<file path="config.mk">
export PLATFORM = sky130hd
export DESIGN_NAME = multicycle_control_flat
export DESIGN_NICKNAME = d
export VERILOG_FILES = /design/src/rtl/multicycle_control_if.sv /design/src/rtl/multicycle_control.sv /design/src/flat_wrapper.sv
export SDC_FILE = /design/constraint.sdc
export NUM_CORES = 1
export LEC_CHECK = 0
export ABC_AREA = 1
export CAP_MARGIN = 20
export CORE_AREA = 2 2 74 76
export DETAILED_ROUTE_END_ITERATION = 8
export DIE_AREA = 0 0 76 78
export GPL_ROUTABILITY_DRIVEN = 0
export HOLD_SLACK_MARGIN = 0.05
export PLACE_DENSITY = 0.78
export SETUP_SLACK_MARGIN = 0.15
export SLEW_MARGIN = 5
export SYNTH_ARGS = -nofsm -noshare
export SYNTH_HDL_FRONTEND = slang
export SYNTH_SLANG_ARGS = --single-unit
</file>
<file path="constraint.sdc">
create_clock -name clk -period 1.9 [get_ports clk]
set_input_delay 0.19 -clock clk [delete_from_list [all_inputs] [get_ports clk]]
set_output_delay 0.19 -clock clk [all_outputs]
set_load 0.05 [all_outputs]
</file>
<file path="src/rtl/multicycle_control_if.sv">
// Control bundle between the multicycle controller (master) and the datapath (slave).
interface multicycle_control_if #(
    parameter int unsigned CNT_W = 32
);
    logic [5:0]       OP;
    logic             PCWrite;
    logic             PCWriteCond;
    logic             IorD;
    logic             MemToRead;
    logic             MemToWrite;
    logic             MemToReg;
    logic             IRWrite;
    logic             RegWrite;
    logic             ALUSrcA;
    logic             BEQ_BNE;
    logic             NbitBranchSelect;
    logic [1:0]       ALUSrcB;
    logic [1:0]       PCSource;
    logic [2:0]       ALUOp;
    logic [3:0]       state_o;
    logic             halted;
    logic             illegal;
    logic [CNT_W-1:0] retired;

    modport master (
        input  OP,
        output PCWrite, PCWriteCond, IorD, MemToRead, MemToWrite, MemToReg,
               IRWrite, RegWrite, ALUSrcA, BEQ_BNE, NbitBranchSelect,
               ALUSrcB, PCSource, ALUOp, state_o, halted, illegal, retired
    );

    modport slave (
        output OP,
        input  PCWrite, PCWriteCond, IorD, MemToRead, MemToWrite, MemToReg,
               IRWrite, RegWrite, ALUSrcA, BEQ_BNE, NbitBranchSelect,
               ALUSrcB, PCSource, ALUOp, state_o, halted, illegal, retired
    );
endinterface

</file>
<file path="src/rtl/multicycle_control.sv">
// Multicycle CPU control FSM: per-state datapath controls, HALT, illegal-opcode
// detection and a retired-instruction counter.
module multicycle_control #(
    parameter int unsigned CNT_W = 32
) (
    input  logic                 clk,
    input  logic                 rst,
    multicycle_control_if.master bus
);
    typedef enum logic [3:0] {
        FETCH    = 4'd0,
        DECODE   = 4'd1,
        EXEC_R   = 4'd2,
        EXEC_I   = 4'd3,
        ALU_WB   = 4'd4,
        MEM_ADDR = 4'd5,
        MEM_RD   = 4'd6,
        MEM_WB   = 4'd7,
        MEM_WR   = 4'd8,
        BRANCH   = 4'd9,
        JUMP     = 4'd10,
        HALT     = 4'd11
    } state_t;

    state_t           state, next_state;
    logic             retire;
    logic [CNT_W-1:0] retired_q;

    logic op_r, op_i, op_lw, op_sw, op_br, op_j, op_halt;

    assign op_r    = (bus.OP[5:4] == 2'b00);
    assign op_i    = (bus.OP[5:4] == 2'b01);
    assign op_lw   = (bus.OP == 6'b100000);
    assign op_sw   = (bus.OP == 6'b100001);
    assign op_br   = (bus.OP == 6'b100010) || (bus.OP == 6'b100011);
    assign op_j    = (bus.OP == 6'b100100);
    assign op_halt = (bus.OP == 6'b111111);

    always_ff @(posedge clk) begin
        if (rst) begin
            state     <= FETCH;
            retired_q <= '0;
        end else begin
            state <= next_state;
            if (retire)
                retired_q <= retired_q + CNT_W'(1);
        end
    end

    assign bus.state_o          = state;
    assign bus.retired          = retired_q;
    assign bus.NbitBranchSelect = !rst && op_r;

    always_comb begin
        next_state      = state;
        retire          = 1'b0;
        bus.PCWrite     = 1'b0;
        bus.PCWriteCond = 1'b0;
        bus.IorD        = 1'b0;
        bus.MemToRead   = 1'b0;
        bus.MemToWrite  = 1'b0;
        bus.MemToReg    = 1'b0;
        bus.IRWrite     = 1'b0;
        bus.RegWrite    = 1'b0;
        bus.ALUSrcA     = 1'b0;
        bus.BEQ_BNE     = 1'b0;
        bus.ALUSrcB     = 2'b00;
        bus.PCSource    = 2'b00;
        bus.ALUOp       = 3'b000;
        bus.halted      = 1'b0;
        bus.illegal     = 1'b0;

        case (state)
            FETCH: begin
                bus.MemToRead = 1'b1;
                bus.IRWrite   = 1'b1;
                bus.ALUSrcB   = 2'b01;
                bus.PCWrite   = 1'b1;
                next_state    = DECODE;
            end
            DECODE: begin
                bus.ALUSrcB = 2'b10;
                if (op_r)                next_state = EXEC_R;
                else if (op_i)           next_state = EXEC_I;
                else if (op_lw || op_sw) next_state = MEM_ADDR;
                else if (op_br)          next_state = BRANCH;
                else if (op_j)           next_state = JUMP;
                else if (op_halt) begin
                    next_state = HALT;
                    retire     = 1'b1;
                end else begin
                    next_state  = FETCH;
                    bus.illegal = 1'b1;
                end
            end
            EXEC_R: begin
                bus.ALUSrcA = 1'b1;
                bus.ALUOp   = bus.OP[2:0];
                next_state  = ALU_WB;
            end
            EXEC_I: begin
                // OP[3] selects the zero-extended immediate on mux input 3
                bus.ALUSrcA = 1'b1;
                bus.ALUSrcB = bus.OP[3] ? 2'b11 : 2'b10;
                bus.ALUOp   = bus.OP[2:0];
                next_state  = ALU_WB;
            end
            ALU_WB: begin
                bus.RegWrite = 1'b1;
                retire       = 1'b1;
                next_state   = FETCH;
            end
            MEM_ADDR: begin
                bus.ALUSrcA = 1'b1;
                bus.ALUSrcB = 2'b10;
                next_state  = op_sw ? MEM_WR : MEM_RD;
            end
            MEM_RD: begin
                bus.IorD      = 1'b1;
                bus.MemToRead = 1'b1;
                next_state    = MEM_WB;
            end
            MEM_WB: begin
                bus.MemToReg = 1'b1;
                bus.RegWrite = 1'b1;
                retire       = 1'b1;
                next_state   = FETCH;
            end
            MEM_WR: begin
                bus.IorD       = 1'b1;
                bus.MemToWrite = 1'b1;
                retire         = 1'b1;
                next_state     = FETCH;
            end
            BRANCH: begin
                bus.ALUSrcA     = 1'b1;
                bus.ALUOp       = 3'b001;
                bus.PCWriteCond = 1'b1;
                bus.PCSource    = 2'b01;
                bus.BEQ_BNE     = bus.OP[0];
                retire          = 1'b1;
                next_state      = FETCH;
            end
            JUMP: begin
                bus.PCSource = 2'b10;
                bus.PCWrite  = 1'b1;
                retire       = 1'b1;
                next_state   = FETCH;
            end
            HALT: begin
                bus.halted = 1'b1;
                next_state = HALT;
            end
            default: next_state = FETCH;
        endcase

        // Reset overrides everything so an aborted instruction issues no writes
        if (rst) begin
            bus.PCWrite     = 1'b0;
            bus.PCWriteCond = 1'b0;
            bus.IorD        = 1'b0;
            bus.MemToRead   = 1'b0;
            bus.MemToWrite  = 1'b0;
            bus.MemToReg    = 1'b0;
            bus.IRWrite     = 1'b0;
            bus.RegWrite    = 1'b0;
            bus.ALUSrcA     = 1'b0;
            bus.BEQ_BNE     = 1'b0;
            bus.ALUSrcB     = 2'b00;
            bus.PCSource    = 2'b00;
            bus.ALUOp       = 3'b000;
            bus.halted      = 1'b0;
            bus.illegal     = 1'b0;
        end
    end
endmodule

</file>
<file path="src/flat_wrapper.sv">
// flat-port wrapper written by rule: the top's interface ports become plain ports
module multicycle_control_flat 
#(
    parameter int unsigned CNT_W = 32
)
  (clk, rst, bus_OP, bus_PCWrite, bus_PCWriteCond, bus_IorD, bus_MemToRead, bus_MemToWrite, bus_MemToReg, bus_IRWrite, bus_RegWrite, bus_ALUSrcA, bus_BEQ_BNE, bus_NbitBranchSelect, bus_ALUSrcB, bus_PCSource, bus_ALUOp, bus_state_o, bus_halted, bus_illegal, bus_retired);
  multicycle_control_if #(.CNT_W(CNT_W)) bus_i ();
  input  logic clk;
  input  logic rst;
  input wire logic [$bits(bus_i.OP)-1:0] bus_OP;
  output wire logic [$bits(bus_i.PCWrite)-1:0] bus_PCWrite;
  output wire logic [$bits(bus_i.PCWriteCond)-1:0] bus_PCWriteCond;
  output wire logic [$bits(bus_i.IorD)-1:0] bus_IorD;
  output wire logic [$bits(bus_i.MemToRead)-1:0] bus_MemToRead;
  output wire logic [$bits(bus_i.MemToWrite)-1:0] bus_MemToWrite;
  output wire logic [$bits(bus_i.MemToReg)-1:0] bus_MemToReg;
  output wire logic [$bits(bus_i.IRWrite)-1:0] bus_IRWrite;
  output wire logic [$bits(bus_i.RegWrite)-1:0] bus_RegWrite;
  output wire logic [$bits(bus_i.ALUSrcA)-1:0] bus_ALUSrcA;
  output wire logic [$bits(bus_i.BEQ_BNE)-1:0] bus_BEQ_BNE;
  output wire logic [$bits(bus_i.NbitBranchSelect)-1:0] bus_NbitBranchSelect;
  output wire logic [$bits(bus_i.ALUSrcB)-1:0] bus_ALUSrcB;
  output wire logic [$bits(bus_i.PCSource)-1:0] bus_PCSource;
  output wire logic [$bits(bus_i.ALUOp)-1:0] bus_ALUOp;
  output wire logic [$bits(bus_i.state_o)-1:0] bus_state_o;
  output wire logic [$bits(bus_i.halted)-1:0] bus_halted;
  output wire logic [$bits(bus_i.illegal)-1:0] bus_illegal;
  output wire logic [$bits(bus_i.retired)-1:0] bus_retired;
  assign bus_i.OP = bus_OP;
  assign bus_PCWrite = bus_i.PCWrite;
  assign bus_PCWriteCond = bus_i.PCWriteCond;
  assign bus_IorD = bus_i.IorD;
  assign bus_MemToRead = bus_i.MemToRead;
  assign bus_MemToWrite = bus_i.MemToWrite;
  assign bus_MemToReg = bus_i.MemToReg;
  assign bus_IRWrite = bus_i.IRWrite;
  assign bus_RegWrite = bus_i.RegWrite;
  assign bus_ALUSrcA = bus_i.ALUSrcA;
  assign bus_BEQ_BNE = bus_i.BEQ_BNE;
  assign bus_NbitBranchSelect = bus_i.NbitBranchSelect;
  assign bus_ALUSrcB = bus_i.ALUSrcB;
  assign bus_PCSource = bus_i.PCSource;
  assign bus_ALUOp = bus_i.ALUOp;
  assign bus_state_o = bus_i.state_o;
  assign bus_halted = bus_i.halted;
  assign bus_illegal = bus_i.illegal;
  assign bus_retired = bus_i.retired;
  multicycle_control #(.CNT_W(CNT_W)) u_core (.clk(clk), .rst(rst), .bus(bus_i));
endmodule
</file>
==> metrics.md <==
| Metric | Value |
|---|---|
| Number of flops mapped to enable cells by yosys | `0` |
| Clock sinks | `36` |
| IO Port Bufs | `63` |
| Layout cells sized above 1 | `0.250` |
| Final core occ | `0.730` |
| Seq pwr share | `0.433` |
| CP Capture Type | `output port` |
| H-tree levels | `2` |
| Area Overhead vs Synth | `51.6%` |
| Cell Pwr Density | `489 mW/mm^2` |
| Skew-Pair Late Insertion Delay | `0.29 ns` |
| Setup crit start kind | `register` |
| Yosys top cell area share | `0.297` |
| RR Startpoint | `u_core.bus.state_o[0]` |
| WHS Endpoint | `u_core.bus.state_o[1]` |
| P_int | `1220 uW` |
| Minimum clock period | `1.72 ns` |
| Hold Path Class | `in -> reg` |
| Clk pwr share | `0.321` |
| Ports | `64` |
| Worst-path clk slew | `0.07 ns` |
| Combinational Power Share | `0.246` |
| Flop2flop setup slack | `0.29 ns` |
| Gr ovfl total | `0` |
| CTS root buffer | `clkbuf_8` |
| Drt pass-1 iters | `4` |
| Die height | `78 um` |
| Leak | `0.00177 uW` |
| Synth unique cells | `37` |
| Final setup vio count | `0` |
| Switching share of total power | `0.320` |
| Min-delay src | `bus_OP[5]` |
| Vias per cell | `5.11` |
| Worst-margin pin slew | `0.520 ns` |
| Switch Pwr | `576 uW` |
| Initial Utilization | `0.482` |
| Syn_area_per_cell | `6.23 um^2` |
| Core Area | `0.00504 mm^2` |
| Clock Path Buffers | `2` |
| Routed len/inst | `13.2 um` |
| HPWL after DPL | `5090 um` |
| Final period utilization | `0.903` |
| Required time worst endpoint | `1.71 ns` |
| Yosys warns | `0` |
| MaxCap Viol Count | `0` |
| Mapped Nets | `399` |
| Worst EP arrival | `1.53 ns` |
| Seq/Total Area, Yosys | `0.297` |
| Final nets | `476` |
| Slew Limit Fails | `0` |
| DR vias | `2749` |
| Total GRT Usage | `0.234` |
| Post-synth ARST share | `0` |
| Kind of critical path | `reg -> out` |
| Max Freq | `583 MHz` |
| Vias in the first global route | `2563` |
| Status | `finished, final reports clean` |
| Post-Route WL | `7080 um` |
| Synth Flop Type | `dfxtp_1` |
| DRC | `0` |
| Synthesized area | `0.00243 mm^2` |
| Hold Crit Depth | `4` |
| Reg2reg end | `u_core.bus.retired[16]` |
| Pin count of the biggest net entering global routing | `24` |
| Max-slew headroom | `0.652` |
| Initial antenna violation count | `0` |
| Post-DRT Antenna Nets | `0` |
| Die area | `0.00593 mm^2` |
| Num rows | `26` |
| Fill cells | `390` |
| TNS Setup | `0 ns` |
| First-pass GRT wire length | `11500 um` |
| Inserted Clock Buffers | `5` |
| #FFs+latches synth | `36` |
| RSZ-0062 raised after global routing | `yes` |
| Register-to-Register Path Depth | `9` |
| Synth Instances | `390` |
| Crit Path Max Fanout | `4` |
| N_diodes | `0` |
| Clk_skew | `0.00999 ns` |
| Worst vdd rail ir drop | `615 uV` |
| Die Wd | `76 um` |
| Synth top area cells | `dfxtp_1 (30%), nand2_1 (15%), nor2_1 (12%), inv_1 (7.7%), a21oi_1 (4.5%)` |
| Drt first-iter violations | `193` |
| Post-synth top area cell | `dfxtp_1` |
| Fin. Hold Viols | `0` |
| TritonCTS clock tree | `yes` |
[stage by stage]
step | hold slack (ns) | setup WS (ns) | area [um^2] | power, uW | std cells
floorplan | 0.403 | 0.101 | 2540 | 1050 | 390
global placement | 0.491 | 0.0992 | 3380 | 1200 | 520
detailed placement | 0.496 | 0.0442 | 3380 | 1200 | 520
CTS | 0.507 | 0.115 | 3500 | 1780 | 530
global route | 0.407 | 0.134 | 3680 | 1870 | 538
finish | 0.369 | 0.184 | 3680 | 1800 | 538
[routing by layer]
metal,part of all wire,global-route usage,vias up,wire [um]
met1,0.42,0.278,1248,2960
met3,0.068,0.0512,17,478
met4,0.023,0.0636,0,163
met5,0,0,-,0
li1,-,-,1389,-
met2,0.49,0.427,95,3480
[repair_timing]
action                                  in CTS  in global routing
gates resized for setup                     13                 45
pin swaps                                    3                 11
endpoints found under the setup margin      12                 30
buffers inserted                             2                  8
cloned                                       0                  0
hold buffers                                 0                  0
[cells in the mapped netlist, types with 2 or more instances]
| master | instances |
|---|---|
| nor2_2 | 6 |
| a31oi_1 | 4 |
| buf_2 | 2 |
| inv_2 | 2 |
| a21oi_2 | 2 |
| clkbuf_1 | 2 |
| nor4_1 | 2 |
| xor2_1 | 5 |
| buf_6 | 2 |
| nand3_2 | 8 |
| nand3_1 | 18 |
| nand2_2 | 8 |
| a21oi_1 | 22 |
| nand2_1 | 94 |
| nor2_1 | 79 |
| nor2_4 | 4 |
| nor3_1 | 8 |
| o21ai_0 | 8 |
| dfxtp_1 | 36 |
| nor3_4 | 2 |
| inv_1 | 50 |
| buf_4 | 2 |
| o21ai_1 | 2 |
| nand4_1 | 9 |
[worst max-delay path: stages (launching register included)]
cell and delay (ns):
dfxtp_4 0.37, inv_6 0.05, nor2_4 0.14, inv_2 0.07, nor2_4 0.13, inv_4 0.06, a211oi_4 0.25, buf_12 0.17
[power groups by stage]
stage          combinational (uW)  clock (uW)  sequential, uW
2_1_floorplan                 230           0             822
3_3_place_gp                  406           0             791
3_5_place_dp                  409           0             790
4_1_cts                       417         593             773
5_1_grt                       465         628             780
6_report                      442         578             779
[layout make-up]
type | count | area, um^2 | area share
clock inverters | 1 | 6.26 | 0.00170
repair buffers | 80 | 953 | 0.259
well taps | 70 | 87.6 | 0.0238
inverters | 52 | 208 | 0.0564
multi-input cells | 292 | 1600 | 0.436
clock buffers | 7 | 86.3 | 0.0235
flip-flops and latches | 36 | 736 | 0.200
[cells by family (layout without fill, tap and decap cells)]
kind of cell / Yosys count / after routing / share of synthesized area
buffers and inverters: 62 / 140 / 0.113
AO/OA/AOI/OAI: 41 / 41 / 0.0927
AND/OR/NAND/NOR: 245 / 245 / 0.475
XOR/XNOR: 5 / 5 / 0.0180
adder cells (fa/ha/maj): 1 / 1 / 0.00515
flip-flops: 36 / 36 / 0.297
[placed cells by master (no fill, tap or decap), types with 3 or more instances in the layout]
master           Yosys  final
nor3_1               8      5
nor2_4               4      9
nor3_2               1      3
nand3_2              8      8
nand4_1              9      9
dlygate4sd2_1        0      6
clkdlybuf4s50_1      0     16
dfxtp_1             36     30
buf_4                2     21
buf_12               1     16
a21oi_2              2      6
dfxtp_4              0      3
nand2_1             94     92
dfxtp_2              0      3
nor3_4               2      3
o21ai_1              2      3
nand2_2              8      7
nand2_4              1      4
inv_2                2      7
nor2_2               6      9
inv_4                0      4
xor2_1               5      5
o21ai_0              8      7
nand3_1             18     18
dlymetal6s2s_1       0     21
a31oi_1              4      3
inv_1               50     41
a21oi_1             22     18
nor2_1              79     71
clkbuf_8             0      6
[registers in the layout, summed over array words and instances, names as in the netlist]
register,count
u_core.bus.state_o,4
u_core.bus.retired,32
[worst max path at each step]
stage,from,cells after the start,to
after floorplan,u_core.bus.state_o[2],5,bus_illegal
after global placement,bus_OP[1],9,u_core.bus.retired[20]
after detailed placement,bus_OP[5],7,bus_illegal
after CTS,u_core.bus.state_o[2],6,bus_illegal
after global routing,u_core.bus.state_o[2],7,bus_ALUSrcB[1]
final,u_core.bus.state_o[2],7,bus_ALUSrcB[1]
Note: power is estimated with default switching activity, not from simulation.
